==> config.mk <==
export PLATFORM = sky130hd
export DESIGN_NAME = ex_result_ctrl
export DESIGN_NICKNAME = d
export VERILOG_FILES = /design/src/rtl/ex_result_ctrl.sv
export SDC_FILE = /design/constraint.sdc
export NUM_CORES = 1
export LEC_CHECK = 0
export CORE_MARGIN = 3
export CORE_UTILIZATION = 54
export DETAILED_ROUTE_END_ITERATION = 8
export GPL_TIMING_DRIVEN = 0
export PLACE_DENSITY = 0.9
export SYNTH_ARGS = -nofsm -noshare
export SYNTH_HDL_FRONTEND = slang
export SYNTH_SLANG_ARGS = --single-unit
==> constraint.sdc <==
create_clock -name clk -period 5.4 [get_ports clk]
set_clock_uncertainty 0.05 [all_clocks]
set_input_delay 1.08 -clock clk [delete_from_list [all_inputs] [get_ports clk]]
set_output_delay 1.08 -clock clk [all_outputs]
set_load 0.01 [all_outputs]
==> src/rtl/ex_result_ctrl.sv <==
// EX-stage result controller: accepts one decoded op, sequences the multi-cycle
// multiplier/divider handshakes and drives the registered one-hot result select.
module ex_result_ctrl #(
    parameter int unsigned WATCHDOG = 64
) (
    input  logic       clk,
    input  logic       rst,
    input  logic       flush,
    input  logic       op_valid,
    input  logic [4:0] op_class,
    output logic       in_ready,
    output logic       mul_start,
    input  logic       mul_done,
    output logic       div_start,
    input  logic       div_done,
    output logic       div_cancel,
    output logic [4:0] select,
    output logic       result_valid,
    input  logic       out_ready,
    output logic       illegal_op,
    output logic       timeout_err
);

    typedef enum logic [1:0] {
        IDLE     = 2'd0,
        WAIT_MUL = 2'd1,
        WAIT_DIV = 2'd2,
        RESULT   = 2'd3
    } state_t;

    localparam logic [4:0] SEL_NONE = 5'b00000;
    localparam logic [4:0] SEL_MUL  = 5'b00010;
    localparam logic [4:0] SEL_DIV  = 5'b00100;
    localparam logic [7:0] WD_LAST  = 8'(WATCHDOG - 32'd1);

    function automatic logic is_one_hot(input logic [4:0] v);
        return (v != 5'd0) && ((v & (v - 5'd1)) == 5'd0);
    endfunction

    state_t     state_r, state_n_s;
    logic [4:0] select_r, select_n_s;
    logic [7:0] cnt_r, cnt_n_s;
    logic       mul_start_r, mul_start_n_s;
    logic       div_start_r, div_start_n_s;
    logic       div_cancel_r, div_cancel_n_s;
    logic       illegal_r, illegal_n_s;
    logic       timeout_r, timeout_n_s;
    logic       result_valid_r;

    state_t     dec_state_s;
    logic [4:0] dec_select_s;
    logic       dec_mul_s, dec_div_s, dec_illegal_s;
    logic       in_ready_s, accept_s;

    assign in_ready_s = (state_r == IDLE) || ((state_r == RESULT) && out_ready);
    assign accept_s   = op_valid && in_ready_s;

    // Decode the requested unit into launch actions.
    always_comb begin
        dec_state_s   = RESULT;
        dec_select_s  = SEL_NONE;
        dec_mul_s     = 1'b0;
        dec_div_s     = 1'b0;
        dec_illegal_s = 1'b0;
        if (!is_one_hot(op_class)) begin
            dec_illegal_s = 1'b1;
        end else if (op_class == SEL_MUL) begin
            dec_state_s  = WAIT_MUL;
            dec_select_s = SEL_MUL;
            dec_mul_s    = 1'b1;
        end else if (op_class == SEL_DIV) begin
            dec_state_s  = WAIT_DIV;
            dec_select_s = SEL_DIV;
            dec_div_s    = 1'b1;
        end else begin
            dec_select_s = op_class;
        end
    end

    // Next-state and next-output logic; flush overrides everything else.
    always_comb begin
        state_n_s      = state_r;
        select_n_s     = select_r;
        cnt_n_s        = cnt_r;
        mul_start_n_s  = 1'b0;
        div_start_n_s  = 1'b0;
        div_cancel_n_s = 1'b0;
        illegal_n_s    = 1'b0;
        timeout_n_s    = 1'b0;
        case (state_r)
            IDLE, RESULT: begin
                if (accept_s) begin
                    state_n_s     = dec_state_s;
                    select_n_s    = dec_select_s;
                    mul_start_n_s = dec_mul_s;
                    div_start_n_s = dec_div_s;
                    illegal_n_s   = dec_illegal_s;
                    cnt_n_s       = 8'd0;
                end else if ((state_r == RESULT) && out_ready) begin
                    state_n_s  = IDLE;
                    select_n_s = SEL_NONE;
                end else begin
                    state_n_s = state_r;
                end
            end
            WAIT_MUL: begin
                if (mul_done) begin
                    state_n_s = RESULT;
                end else if (cnt_r == WD_LAST) begin
                    state_n_s   = RESULT;
                    select_n_s  = SEL_NONE;
                    timeout_n_s = 1'b1;
                end else begin
                    cnt_n_s = cnt_r + 8'd1;
                end
            end
            WAIT_DIV: begin
                if (div_done) begin
                    state_n_s = RESULT;
                end else if (cnt_r == WD_LAST) begin
                    state_n_s      = RESULT;
                    select_n_s     = SEL_NONE;
                    timeout_n_s    = 1'b1;
                    div_cancel_n_s = 1'b1;
                end else begin
                    cnt_n_s = cnt_r + 8'd1;
                end
            end
            default: begin
                state_n_s  = IDLE;
                select_n_s = SEL_NONE;
            end
        endcase
        if (flush) begin
            state_n_s      = IDLE;
            select_n_s     = SEL_NONE;
            cnt_n_s        = 8'd0;
            mul_start_n_s  = 1'b0;
            div_start_n_s  = 1'b0;
            illegal_n_s    = 1'b0;
            timeout_n_s    = 1'b0;
            div_cancel_n_s = (state_r == WAIT_DIV);
        end else begin
            state_n_s = state_n_s;
        end
    end

    // State and registered outputs.
    always_ff @(posedge clk) begin
        if (rst) begin
            state_r        <= IDLE;
            select_r       <= SEL_NONE;
            cnt_r          <= 8'd0;
            mul_start_r    <= 1'b0;
            div_start_r    <= 1'b0;
            div_cancel_r   <= 1'b0;
            illegal_r      <= 1'b0;
            timeout_r      <= 1'b0;
            result_valid_r <= 1'b0;
        end else begin
            state_r        <= state_n_s;
            select_r       <= select_n_s;
            cnt_r          <= cnt_n_s;
            mul_start_r    <= mul_start_n_s;
            div_start_r    <= div_start_n_s;
            div_cancel_r   <= div_cancel_n_s;
            illegal_r      <= illegal_n_s;
            timeout_r      <= timeout_n_s;
            result_valid_r <= (state_n_s == RESULT);
        end
    end

    assign in_ready     = in_ready_s;
    assign select       = select_r;
    assign result_valid = result_valid_r;
    assign mul_start    = mul_start_r;
    assign div_start    = div_start_r;
    assign div_cancel   = div_cancel_r;
    assign illegal_op   = illegal_r;
    assign timeout_err  = timeout_r;

    ex_result_ctrl_chk u_chk (
        .clk          (clk),
        .rst          (rst),
        .select       (select_r),
        .result_valid (result_valid_r),
        .mul_start    (mul_start_r),
        .div_start    (div_start_r),
        .div_cancel   (div_cancel_r),
        .timeout_err  (timeout_r)
    );

endmodule

// Invariant checker for the result-select interface outputs.
module ex_result_ctrl_chk (
    input logic       clk,
    input logic       rst,
    input logic [4:0] select,
    input logic       result_valid,
    input logic       mul_start,
    input logic       div_start,
    input logic       div_cancel,
    input logic       timeout_err
);

    a_sel_onehot0: assert property (@(posedge clk) disable iff (rst) $onehot0(select));
    a_mul_pulse:   assert property (@(posedge clk) disable iff (rst) mul_start |=> !mul_start);
    a_div_pulse:   assert property (@(posedge clk) disable iff (rst) div_start |=> !div_start);
    a_cancel_pulse: assert property (@(posedge clk) disable iff (rst) div_cancel |=> !div_cancel);
    a_tmo_pulse:   assert property (@(posedge clk) disable iff (rst) timeout_err |=> !timeout_err);
    a_mul_sel:     assert property (@(posedge clk) disable iff (rst) mul_start |-> (select == 5'b00010));
    a_div_sel:     assert property (@(posedge clk) disable iff (rst) div_start |-> (select == 5'b00100));
    a_tmo_res:     assert property (@(posedge clk) disable iff (rst)
                                    timeout_err |-> (result_valid && (select == 5'b00000)));

endmodule

# After elaboration in Yosys (flattened, before gate mapping)
# Cells that the tools add are included.
[word_totals]
reg_bits = 21
output_inout_bits = 12
wordCells = 73
[op_classes]
addsub = 2
eq_ne = 11
muxes = 33
bitwise_logic = 4
n_reduce_logical = 14
[op_table]
columns = ["op", "count"]
rows = [
  ["2-to-1 mux 5 bit", 8],
  ["2-to-1 mux 8 bit", 4],
  ["one-hot mux 8 bit (3 select lines)", 1],
  ["2-to-1 mux 2 bit", 8],
  ["one-hot mux 5 bit (3 select lines)", 1],
  ["2-to-1 mux 1 bit", 9],
  ["adder 8 x 1 -> 8 bit, second input constant", 1],
  ["== test 8 x 6 -> 1 bit, second input constant", 1],
  ["== test 2 bit, second input constant", 3],
  ["inequality test 2 bit, second input constant", 3],
  ["one-hot mux 2 bit (3 select lines)", 1],
  ["AND reduction 3 bit", 2],
  ["OR reduction 6 bit", 1],
  ["AND 5 bit", 1],
  ["== test 5 x 2 -> 1 bit, second input constant", 1],
  ["== test 5 x 3 -> 1 bit, second input constant", 1],
  ["zero test 5 bit", 1],
  ["nonzero test 5 bit", 1],
  ["OR reduction 5 bit", 1],
  ["subtractor 5 x 1 -> 5 bit, second input constant", 1],
  ["OR reduction 2 bit", 2],
  ["OR reduction 4 bit", 1],
  ["logical AND 1 bit", 3],
  ["inequality test 3 bit, second input constant", 1],
  ["5 further kinds", 7],
]

# Logic depth before layout (Yosys ltp)
# Gate-level depths: netlist of run 1.
[logic_depth]
word_depth = 9
depth_mapped = 7
ltp_nobuf = 7

# Worst setup path before layout of run 1
# Ideal clock, no wire load.
[synth_path]
kind = "input to output"
startpoint = "input out_ready"
endpoint = "output in_ready"
arrival_ns = 1.385
required_time_ns = 4.270
path_slack_ns = 2.885
cell_stages = 2
n_path_buf = 0
path_cell_list = "a21oi_1 inv_1"
[synth_between]
elab_chain_cells = 2
[synth_rtl]
columns = ["item", "line", "rtl"]
rows = [
  ["start: declaration", "19", "input logic out_ready,"],
  ["logical AND 1 bit", "55", "assign in_ready_s = (state_r == IDLE) || ((state_r == RESULT) && out_ready);"],
  ["logical OR 1 bit", "55", ""],
  ["end: declaration", "11", "output logic in_ready,"],
]
# No other way between the ends.

# Worst setup path in the final report of run 1
# Ends and elaborated chain as after synthesis.

==> results.yml, run 1 <==
setup_path:
  crit_type: "in2out"
  max_stage_delay_ns: 0.57
  required_ns: 4.27
  rr_endpoint: "cnt_r[3]$_SDFFE_PP0P_"
  crit_path_max_fanout: 5
  r2r_start: "state_r[0]$_SDFF_PP0_"
  cp_cell_sequence: "clkdlybuf4s50_1, a21oi_1, inv_1, clkdlybuf4s50_1"
  cpMostUsedCell: "clkdlybuf4s50_1"
  rrSetupSlack_ns: 3.05
  end_kind: "output port"
  crit_arrival_ns: 2.45
  critPathLaunchType: "input pin"
  worst-r2r-cell-count: 7
  slowest_stage: "clkdlybuf4s50_1"
layout:
  area_growth_pct: 21.9
  mostFrequentLayoutCells: "dfxtp_1 (21), clkdlybuf4s50_1 (20), a21oi_1 (15)"
  final_util: 0.720
  nNetsFinal: 180
  finalInstanceArea_um2: 1460
  n_fill_cell: 160
  num_antenna_cells: 0
  drive_gt1_frac: 0.0683
  final_common_cell: "dfxtp_1"
clock_network:
  cts_num_sinks: 21
  clock_path_buffers: 2
  clockRootBuffer: "clkbuf_4"
  tritoncts: "done"
  cts.repair.resized: 0
  h-tree-depth: 1
  numCtsBuffers: 3
  path_clk_slew_ns: 0.12
  post_cts_buffers: 0
  insertion_delay_ns: 0.31
  hold_buffers: 0
yosys:
  synth_simple_gate_area_frac: 0.235
  synth_top_family_by_area: "compound AO/OA/AOI/OAI gates"
  synth_fa_ha_area_frac: 0.0712
  synth_ff_type: "dfxtp_1"
  ys_types: 39
  yosysWarnings: 0
  synth-compound-area-share: 0.286
  seq_area_frac_synth: 0.352
  synthArstFlopShare: 0
  synth.ff_latch_count: 21
  synth_nets: 155
  synth-xor-area-share: 0.0147
  syn_inst: 137
  synth.area.mux_share: 0
  synth_area_um2: 1190
  synth_edf_count: 0
  avgSynthCellArea_um2: 8.72
floorplan:
  core.rowCount: 16
  die_y_um: 53.0
  design.core.area_um2: 2020
  fp.dieArea_um2: 2810
  io_pins: 24
  fp.dieW_um: 53.0
  initial_utilization: 0.591
grt:
  grt_max_degree: 13
  grt.overflow.total: 0
  track_usage: 0.235
  grt_pass1_wl_um: 5020
  antenna_found_initial: 0
  grt_pass1_vias: 1168
routing:
  drt_iter0_drc: 32
  wl_per_cell_um: 15.6
  vias: 1199
  post-route-drc-count: 0
  vias_per_cell: 6.38
  wl_um: 2930
  ant_nets: 0
  first_pass_iters: 4
min_path:
  hold_path_depth: 2
  hp-class: "reg2reg"
  hold_end: "select[1]$_SDFFE_PP0P_"
  min-delay-start: "select[1]$_SDFFE_PP0P_"
power_and_ir_drop:
  switching_share: 0.333
  sequentialPowerShare: 0.487
  p_clk_frac: 0.231
  switchingPower_w: 0.000111
  power_leakage_nw: 0.492
  p_per_area_nw_per_um2: 229
  internal_power_w: 0.000222
  vdd_drop_max_uv: 205
  comb_power_share: 0.282
sta:
  finalMaxSlewViolations: 0
  hold_viol_final: 0
  setup_slack_ns: 1.82
  rsz0062_at_grt: "false"
  fin_crit_ns: 3.58
  worstMarginPinSlew_ns: 0.818
  fmax_ghz: 0.280
  relSlewSlack: 0.450
  setup_viol: 0
  layout_worst_path_cycle_share: 0.662
  fin_tns_setup_ns: 0
placement:
  portBuffers: 20
  gp_congestion: 0.836
  dp_worst_setup_slack_ns: 1.87
  place_area_um2: 1430
  dp_hpwl_um: 2270
outcome:
  status: "complete, no violations"
run:
  drv_cap: 0
## area by class of cell
type / instances / area [µm²] / share of cell area
Buffer: 6 / 23.8 / 0.0163
Clock buffer: 3 / 22.5 / 0.0155
Clock inverter: 1 / 5.00 / 0.00344
Inverter: 7 / 26.3 / 0.0180
Multi-Input combinational cell: 103 / 724 / 0.497
Sequential cell: 21 / 420 / 0.289
Tap cell: 27 / 33.8 / 0.0232
Timing Repair Buffer: 20 / 200 / 0.137
## power groups by stage
stage	registers, W	logic [W]	clock network, W
floorplan	0.000165	0.0000621	0
global placement	0.000165	0.0000879	0
detailed placement	0.000165	0.0000918	0
CTS	0.000162	0.0000924	0.0000785
global route	0.000163	0.000105	0.0000820
finish	0.000162	0.0000939	0.0000770
## sequential cells by signal (all words and copies together) (netlist names)
name,flops
cnt_r,8
select,5
illegal_op,1
state_r,2
div_start,1
div_cancel,1
result_valid,1
timeout_err,1
mul_start,1
## metal layers
layer  vias to the layer above  routed length [µm]  track usage
met3                         5                 125       0.0366
met5                         -                   0            0
met4                         0                  34       0.0979
met2                        50                1500        0.405
li1                        580                   -            -
met1                       564                1260        0.285
## synth_stat cells (all sizes together) (5+ instances only)
cell     n  share of area
nor3     6          0.029
nor2     5          0.016
nand3    7          0.040
o211ai   6          0.038
a21oi   15          0.063
clkbuf   5          0.017
inv      7          0.022
ha       6          0.063
o21ai    7          0.029
nand2    5          0.016
dfxtp   21           0.35
nand4    5          0.026
## through the flow
step | hold WS, ns | total power [W] | cells
3_3_place_gp | 0.415 | 0.000253 | 184
5_1_grt | 0.472 | 0.000349 | 188
2_1_floorplan | 0.404 | 0.000227 | 137
4_1_cts | 0.441 | 0.000333 | 188
3_5_place_dp | 0.420 | 0.000257 | 184
6_report | 0.436 | 0.000333 | 188
## critical path: cells and delay by family
kind | cells | cell delay, ns
AOI/OAI and AO/OA | 1 | 0.12
buffers and inverters | 3 | 1.25
## worst max-delay path by stage
stage | startpoint | to | slack, ns | cells after the start
floorplan | out_ready | in_ready | 2.89 | 2
global placement | out_ready | in_ready | 1.88 | 4
detailed placement | out_ready | in_ready | 1.87 | 4
CTS | out_ready | in_ready | 1.85 | 4
global route | out_ready | in_ready | 1.79 | 4
finish | out_ready | in_ready | 1.82 | 4
## cells by family after synthesis
group                    Yosys count
adder cells (fa/ha/maj)            7
XOR/XNOR                           2
buffers and inverters             13
AO/OA/AOI/OAI                     49
AND/OR/NAND/NOR                   45
flip-flops                        21
Power figures use the tool's default switching activity.
==> inputs of run 2 (changes only) <==
CORE_UTILIZATION = 50   (was 54)
PLACE_DENSITY = 0.85   (was 0.9)
clock period = 3.3 ns   (was 5.4 ns; I/O delays follow)
==> run 2 against run 1 <==
- utilization fell by 6.8 points
- highest routed layer unchanged
- sequential share of layout area did not move
- global-route usage fell by 2.7 points
==> results.yml, run 2 (synthesis results as in run 1) <==
power_and_ir_drop:
  comb_power_share: 0.279
  switchingPower_w: 0.000177
  vdd_drop_max_uv: 255
  internal_power_w: 0.000365
  power_w: 0.000542
  power_leakage_nw: 0.490
  p_clk_frac: 0.232
  sequentialPowerShare: 0.489
  switching_share: 0.327
  p_per_area_nw_per_um2: 372
routing:
  wl_um: 2760
  drt_iter0_drc: 23
  vias: 1144
  wl_per_cell_um: 14.6
  first_pass_iters: 4
  vias_per_cell: 6.05
  post-route-drc-count: 0
  ant_nets: 0
grt:
  grt_max_degree: 12
  grt_pass1_vias: 1125
  grt_pass1_wl_um: 4620
  grt.overflow.total: 0
  track_usage: 0.207
  antenna_found_initial: 0
layout:
  drive_gt1_frac: 0.0621
  mostFrequentLayoutCells: "dfxtp_1 (21), clkdlybuf4s50_1 (20), a21oi_1 (15)"
  num_antenna_cells: 0
  final_common_cell: "dfxtp_1"
  nNetsFinal: 180
  final_cells: 189
  top_register: "cnt_r"
  largest_register_ffs: 8
  area_growth_pct: 21.9
sta:
  fmax_ghz: 0.366
  relSlewSlack: 0.439
  finalMaxSlewViolations: 0
  rsz0062_at_grt: "false"
  setup_viol: 0
  worstMarginPinSlew_ns: 0.835
  layout_worst_path_cycle_share: 0.828
  fin_tns_setup_ns: 0
  hold_viol_final: 0
  fin_crit_ns: 2.73
clock_network:
  post_cts_buffers: 0
  cts.repair.resized: 0
  cts_num_sinks: 21
  numCtsBuffers: 3
  insertion_delay_ns: 0.30
  path_clk_slew_ns: 0.12
  hold_buffers: 0
  clock_path_buffers: 2
  h-tree-depth: 1
  clockRootBuffer: "clkbuf_4"
  tritoncts: "done"
outcome:
  status: "complete, no violations"
floorplan:
  core.rowCount: 17
  fp.dieW_um: 54.9
  io_pins: 24
  fp.dieArea_um2: 3010
  initial_utilization: 0.535
  die_y_um: 54.9
  design.core.area_um2: 2230
setup_path:
  max_stage_delay_ns: 0.57
  cpMostUsedCell: "clkdlybuf4s50_1"
  cp_cell_sequence: "clkdlybuf4s50_1, a21oi_1, inv_1, clkdlybuf4s50_1"
  crit_path_max_fanout: 5
  slowest_stage: "clkdlybuf4s50_1"
  crit_arrival_ns: 2.02
  critPathBufInv: 3
  crit_type: "in2out"
  end_kind: "output port"
  critPathTopFamily: "buffers and inverters"
  critPathLaunchType: "input pin"
  required_ns: 2.59
placement:
  portBuffers: 20
  dp_hpwl_um: 2130
  dpl.cell_count: 185
  gp_congestion: 0.875
run:
  drv_cap: 0
min_path:
  hp-class: "reg2reg"
==> run 2: changes by cell type in the layout (fill, tap and decap cells not counted) <==
cell and change:
clkbuf_1 +1, clkinv_2 -1
==> run 2: final cells by class <==
cell class	count	area, µm²
Sequential cell	21	420
Timing Repair Buffer	20	200
Inverter	7	26.3
Tap cell	28	35.0
Fill cell	203	777
Multi-Input combinational cell	103	724
Buffer	6	23.8
Clock buffer	4	26.3
==> run 2: routing by layer <==
metal  global-route usage  up-vias  wire, µm
li1                     -      576         -
met1                0.248      538      1280
met2                0.354       26      1340
met3               0.0381        4       114
met4               0.0954        0        25
met5                    0        -         0
==> run 2: tightest hold or removal path, stage by stage (launching register included) <==
cell	delay, ns
dfxtp_1	0.33
o21ai_0	0.07
a21oi_1	0.06
==> run 2: worst paths after layout <==
path	end	from	slack, ns	depth (start not counted)
max	in_ready	out_ready	0.57	4
min	select[4]$_SDFFE_PP0P_	select[4]$_SDFFE_PP0P_	0.45	2
max reg2reg	cnt_r[3]$_SDFFE_PP0P_	state_r[1]$_SDFF_PP0_	0.95	7
min reg2reg	select[4]$_SDFFE_PP0P_	select[4]$_SDFFE_PP0P_	0.45	2
==> run 2: power by group through the flow <==
stage          combinational, W  clock (W)  sequential [W]
2_1_floorplan          0.000102          0        0.000270
3_3_place_gp           0.000143          0        0.000270
3_5_place_dp           0.000149          0        0.000271
4_1_cts                0.000150   0.000131        0.000265
5_1_grt                0.000170   0.000138        0.000266
6_report               0.000151   0.000126        0.000265
==> run 2: stage by stage <==
stage / utilization / area, µm² / hold slack, ns / setup WS [ns]
2_1_floorplan: - / 1190 / 0.404 / 1.39
3_3_place_gp: 0.640 / 1430 / 0.418 / 0.611
3_5_place_dp: 0.640 / 1430 / 0.415 / 0.593
4_1_cts: 0.652 / 1460 / 0.447 / 0.580
5_1_grt: 0.652 / 1460 / 0.469 / 0.497
6_report: 0.652 / 1460 / 0.445 / 0.569
==> inputs of run 3 (changes only) <==
CORE_UTILIZATION = 45   (was 50)
PLACE_DENSITY = 0.81   (was 0.85)
clock period = 2.29 ns   (was 3.3 ns; I/O delays follow)
==> run 3 against run 2 <==
- count of clock-buffer cells in the layout decreased by 1
- sequential cell count unchanged
- sequential share of layout area is 0.10 points lower
- die area rose by 9.9%
- utilization decreased by 6.4 points
- wire length rose by 0.33%
- hold slack is essentially flat
- clock power up 45%
==> results.yml, run 3 (synthesis results as in run 1) <==
run:
  drv_cap: 0
grt:
  grt_max_degree: 13
  grt.overflow.total: 0
  track_usage: 0.185
  grt_pass1_vias: 1122
  grt_pass1_wl_um: 4890
  antenna_found_initial: 0
sta:
  worstMarginPinSlew_ns: 0.491
  hold_viol_final: 0
  setup_slack_ns: 0.154
  fin_hold_ws_ns: 0.445
  rsz0062_at_grt: "false"
  fin_crit_ns: 2.14
  setup_viol: 0
  relSlewSlack: 0.671
  finalMaxSlewViolations: 0
  fin_tns_setup_ns: 0
  layout_worst_path_cycle_share: 0.933
  fmax_ghz: 0.468
routing:
  vias_per_cell: 6.09
  wl_um: 2770
  ant_nets: 0
  post-route-drc-count: 0
  first_pass_iters: 4
  drt_iter0_drc: 54
  wl_per_cell_um: 14.5
  vias: 1163
clock_network:
  clock_path_buffers: 2
  cts_num_sinks: 21
  cts.repair.resized: 4
  post_cts_buffers: 0
  numCtsBuffers: 3
  hold_buffers: 0
  insertion_delay_ns: 0.31
  path_clk_slew_ns: 0.11
  h-tree-depth: 1
  tritoncts: "done"
  clockRootBuffer: "clkbuf_4"
floorplan:
  fp.dieArea_um2: 3310
  core.rowCount: 18
  initial_utilization: 0.478
  die_y_um: 57.5
  design.core.area_um2: 2500
  fp.dieW_um: 57.5
  io_pins: 24
min_path:
  hold_end: "select[1]$_SDFFE_PP0P_"
  hp-class: "reg2reg"
  min-delay-start: "select[1]$_SDFFE_PP0P_"
  hold_path_depth: 2
setup_path:
  rr_endpoint: "select[2]$_SDFFE_PP0P_"
  r2r_start: "state_r[0]$_SDFF_PP0_"
  critPathLaunchType: "flip-flop"
  rrSetupSlack_ns: 0.20
  end_kind: "output port"
  required_ns: 1.78
  crit_type: "reg2out"
  crit_arrival_ns: 1.63
  crit_path_max_fanout: 5
  worst-r2r-cell-count: 7
layout:
  drive_gt1_frac: 0.0994
  mostFrequentLayoutCells: "dfxtp_1 (19), clkdlybuf4s50_1 (19), a21oi_1 (14)"
  area_growth_pct: 23.0
  largest_register_ffs: 8
  nNetsFinal: 180
  num_antenna_cells: 0
  top_register: "cnt_r"
  finalInstanceArea_um2: 1470
placement:
  place_area_um2: 1430
  dp_hpwl_um: 2180
  gp_congestion: 0.811
  dp_worst_setup_slack_ns: -0.0361
  portBuffers: 20
power_and_ir_drop:
  p_per_area_nw_per_um2: 535
  power_leakage_nw: 0.491
  vdd_drop_max_uv: 359
outcome:
  status: "complete, no violations"
## run 3: cell type report
cell class | count | area (µm²)
Fill cell | 232 | 1030
Multi-Input combinational cell | 103 | 733
Sequential cell | 21 | 423
Timing Repair Buffer | 20 | 199
Tap cell | 30 | 37.5
Inverter | 7 | 26.3
Buffer | 6 | 23.8
Clock buffer | 3 | 22.5
Clock inverter | 1 | 5.00
## run 3: how the worst max path moves through the flow
stage / depth (start not counted) / start / to
floorplan: 7 / state_r[0]$_SDFF_PP0_ / cnt_r[3]$_SDFFE_PP0P_
global placement: 4 / out_ready / in_ready
detailed placement: 4 / out_ready / in_ready
CTS: 7 / state_r[0]$_SDFF_PP0_ / cnt_r[4]$_SDFFE_PP0P_
global route: 7 / state_r[0]$_SDFF_PP0_ / select[0]$_SDFFE_PP0P_
finish: 5 / state_r[0]$_SDFF_PP0_ / in_ready
## run 3: critical path, stage by stage, from the launching register on
cell           delay [ns]
dfxtp_2              0.38
inv_1                0.09
ha_1                 0.25
a21oi_2              0.21
inv_2                0.10
dlygate4sd2_1        0.29
## run 3: metal layers
metal,GRT usage,up-vias,share of wire
li1,-,579,-
met4,0.0762,0,0.018
met3,0.0339,5,0.051
met5,0,-,0
met2,0.300,34,0.48
met1,0.241,545,0.45
## run 3: per-stage QoR
step	std cells	utilization	total power, W
2_1_floorplan	137	-	0.000536
6_report	191	0.588	0.000787
5_1_grt	191	0.588	0.000837
3_3_place_gp	187	0.573	0.000599
3_5_place_dp	187	0.573	0.000607
4_1_cts	191	0.586	0.000785
## run 3: where the power goes
| part | internal (W) | total [W] | leakage [nW] | switching [W] |
|---|---|---|---|---|
| Sequential | 0.000375 | 0.000383 | 0.170 | 0.00000843 |
| Combinational | 0.0000836 | 0.000221 | 0.303 | 0.000137 |
| Clock | 0.0000653 | 0.000183 | 0.0177 | 0.000118 |
| Total | 0.000524 | 0.000787 | 0.491 | 0.000264 |
==> edit (config.mk and constraints of run 3) <==
Make the reset (`rst`) asynchronous in one clocked block.
--- a/src/rtl/ex_result_ctrl.sv
+++ b/src/rtl/ex_result_ctrl.sv
@@ -146,7 +146,7 @@
     end
 
     // State and registered outputs.
-    always_ff @(posedge clk) begin
+    always_ff @(posedge clk or posedge rst) begin
         if (rst) begin
             state_r        <= IDLE;
             select_r       <= SEL_NONE;
Function: differs if rst is asserted again (counterexample within 4 cycles, from zero or initial values and one cycle with rst high); with rst held inactive, the same outputs for 10 cycles.
==> edit against run 3 <==
- synthesized cell count is 8.8% lower
- critical path depth is 1 higher
- synthesized area is 6.9% higher
- wire length is 5.1% lower
- worst hold slack better by 0.0066 ns
- critical endpoint is now select[2]$_DFFE_PP0P_
- setup slack better by 0.012 ns
- sequential cell count stayed put
- final area is 7.7% higher
Power is not compared: it rests on default switching activity, and its combinational part moved more than twofold at a synthesized area within 25%.
==> edit: results (changes against run 3) <==
stage,metric,value,unit,change
outcome,run status,finished clean,,
finish,fill cell count,210,,-9.5%
yosys,Post-synth top flop,dfrtp_1,,
grt,grt met1 use,0.204,,-0.0367
yosys,syn nets,143,,-7.7%
finish,final std cells w/o fill,183,,-4.2%
placed_design,gpl congestion,0.763,,-5.9%
critical_path,"reg-to-reg slack, setup",0.17,ns,-0.03 ns
drt,DR WL/cell,14.3,µm,-0.99%
critical_path,Critical R2R Launch,state_r[0]$_DFF_PP0_,,
placed_design,Post-DP Area,0.00155,mm²,+7.9%
finish,Total Nets Final,172,,-4.4%
drt,metal3 WL,103,µm,-27%
yosys,post-synthesis xor/xnor area fraction,0.0274,,+0.0128
placed_design,Port Buf Inserts,23,,+15%
critical_path,CP max stage delay,0.45,ns,+0.07 ns
placed_design,post-DP HPWL,2090,µm,-3.9%
yosys,top post-synthesis cells by area,"dfrtp_1 (41%), ha_1 (5.9%), nor3_1 (3.9%)",,
finish,share of layout cells above drive strength 1,0.176,,+0.0771
critical_path,Critical Path AT,2.28,ns,+0.65 ns
worst_hold_path,min-delay src,select[0]$_DFFE_PP0P_,,
grt,GRT Overall Usage,0.159,,-0.0258
sta,worst-margin pin slew,0.784,ns,+0.293 ns
yosys,Post-synth ARST share,1.00,,+1.00
sta,hold_ws,0.451,ns,+0.00662 ns
critical_path,r2r worst-path depth,6,,-1
drt,drt initial violations,20,,-63%
placed_design,worst slack at placement,0.0436,ns,+0.0797 ns
[edit: cell count changes in the layout (fill, tap and decap cells not counted), sizes merged, moves of 5 or more]
cell,change
a21oi,-14
clkbuf,-5
dfrtp,+21
dfxtp,-21
nand2,+7
nand4,-5
nor2,+8
nor3,+5
o211ai,-6
[edit: worst max-delay path, delay by kind of cell, from the launching register on]
kind,cells,cell delay [ns]
buffers and inverters,1,0.11
AOI/OAI and AO/OA,2,0.52
DFF,1,0.45
adders and majority gates,1,0.38
and+or+nand+nor,1,0.11
muxes,1,0.38
[edit: cell type report]
cell class              count  share of cell area
plain buffers               1             0.00316
clock buffers               3              0.0142
clock inverters             1             0.00316
inverters                   6              0.0142
multi-input cells          97               0.457
flip-flops and latches     21               0.333
well taps                  30              0.0237
repair buffers             24               0.152
[edit: repair_timing]
item | CTS | global route
resized for setup | 0 | 2
setup endpoints to repair | 0 | 1
buffers inserted | 0 | 1
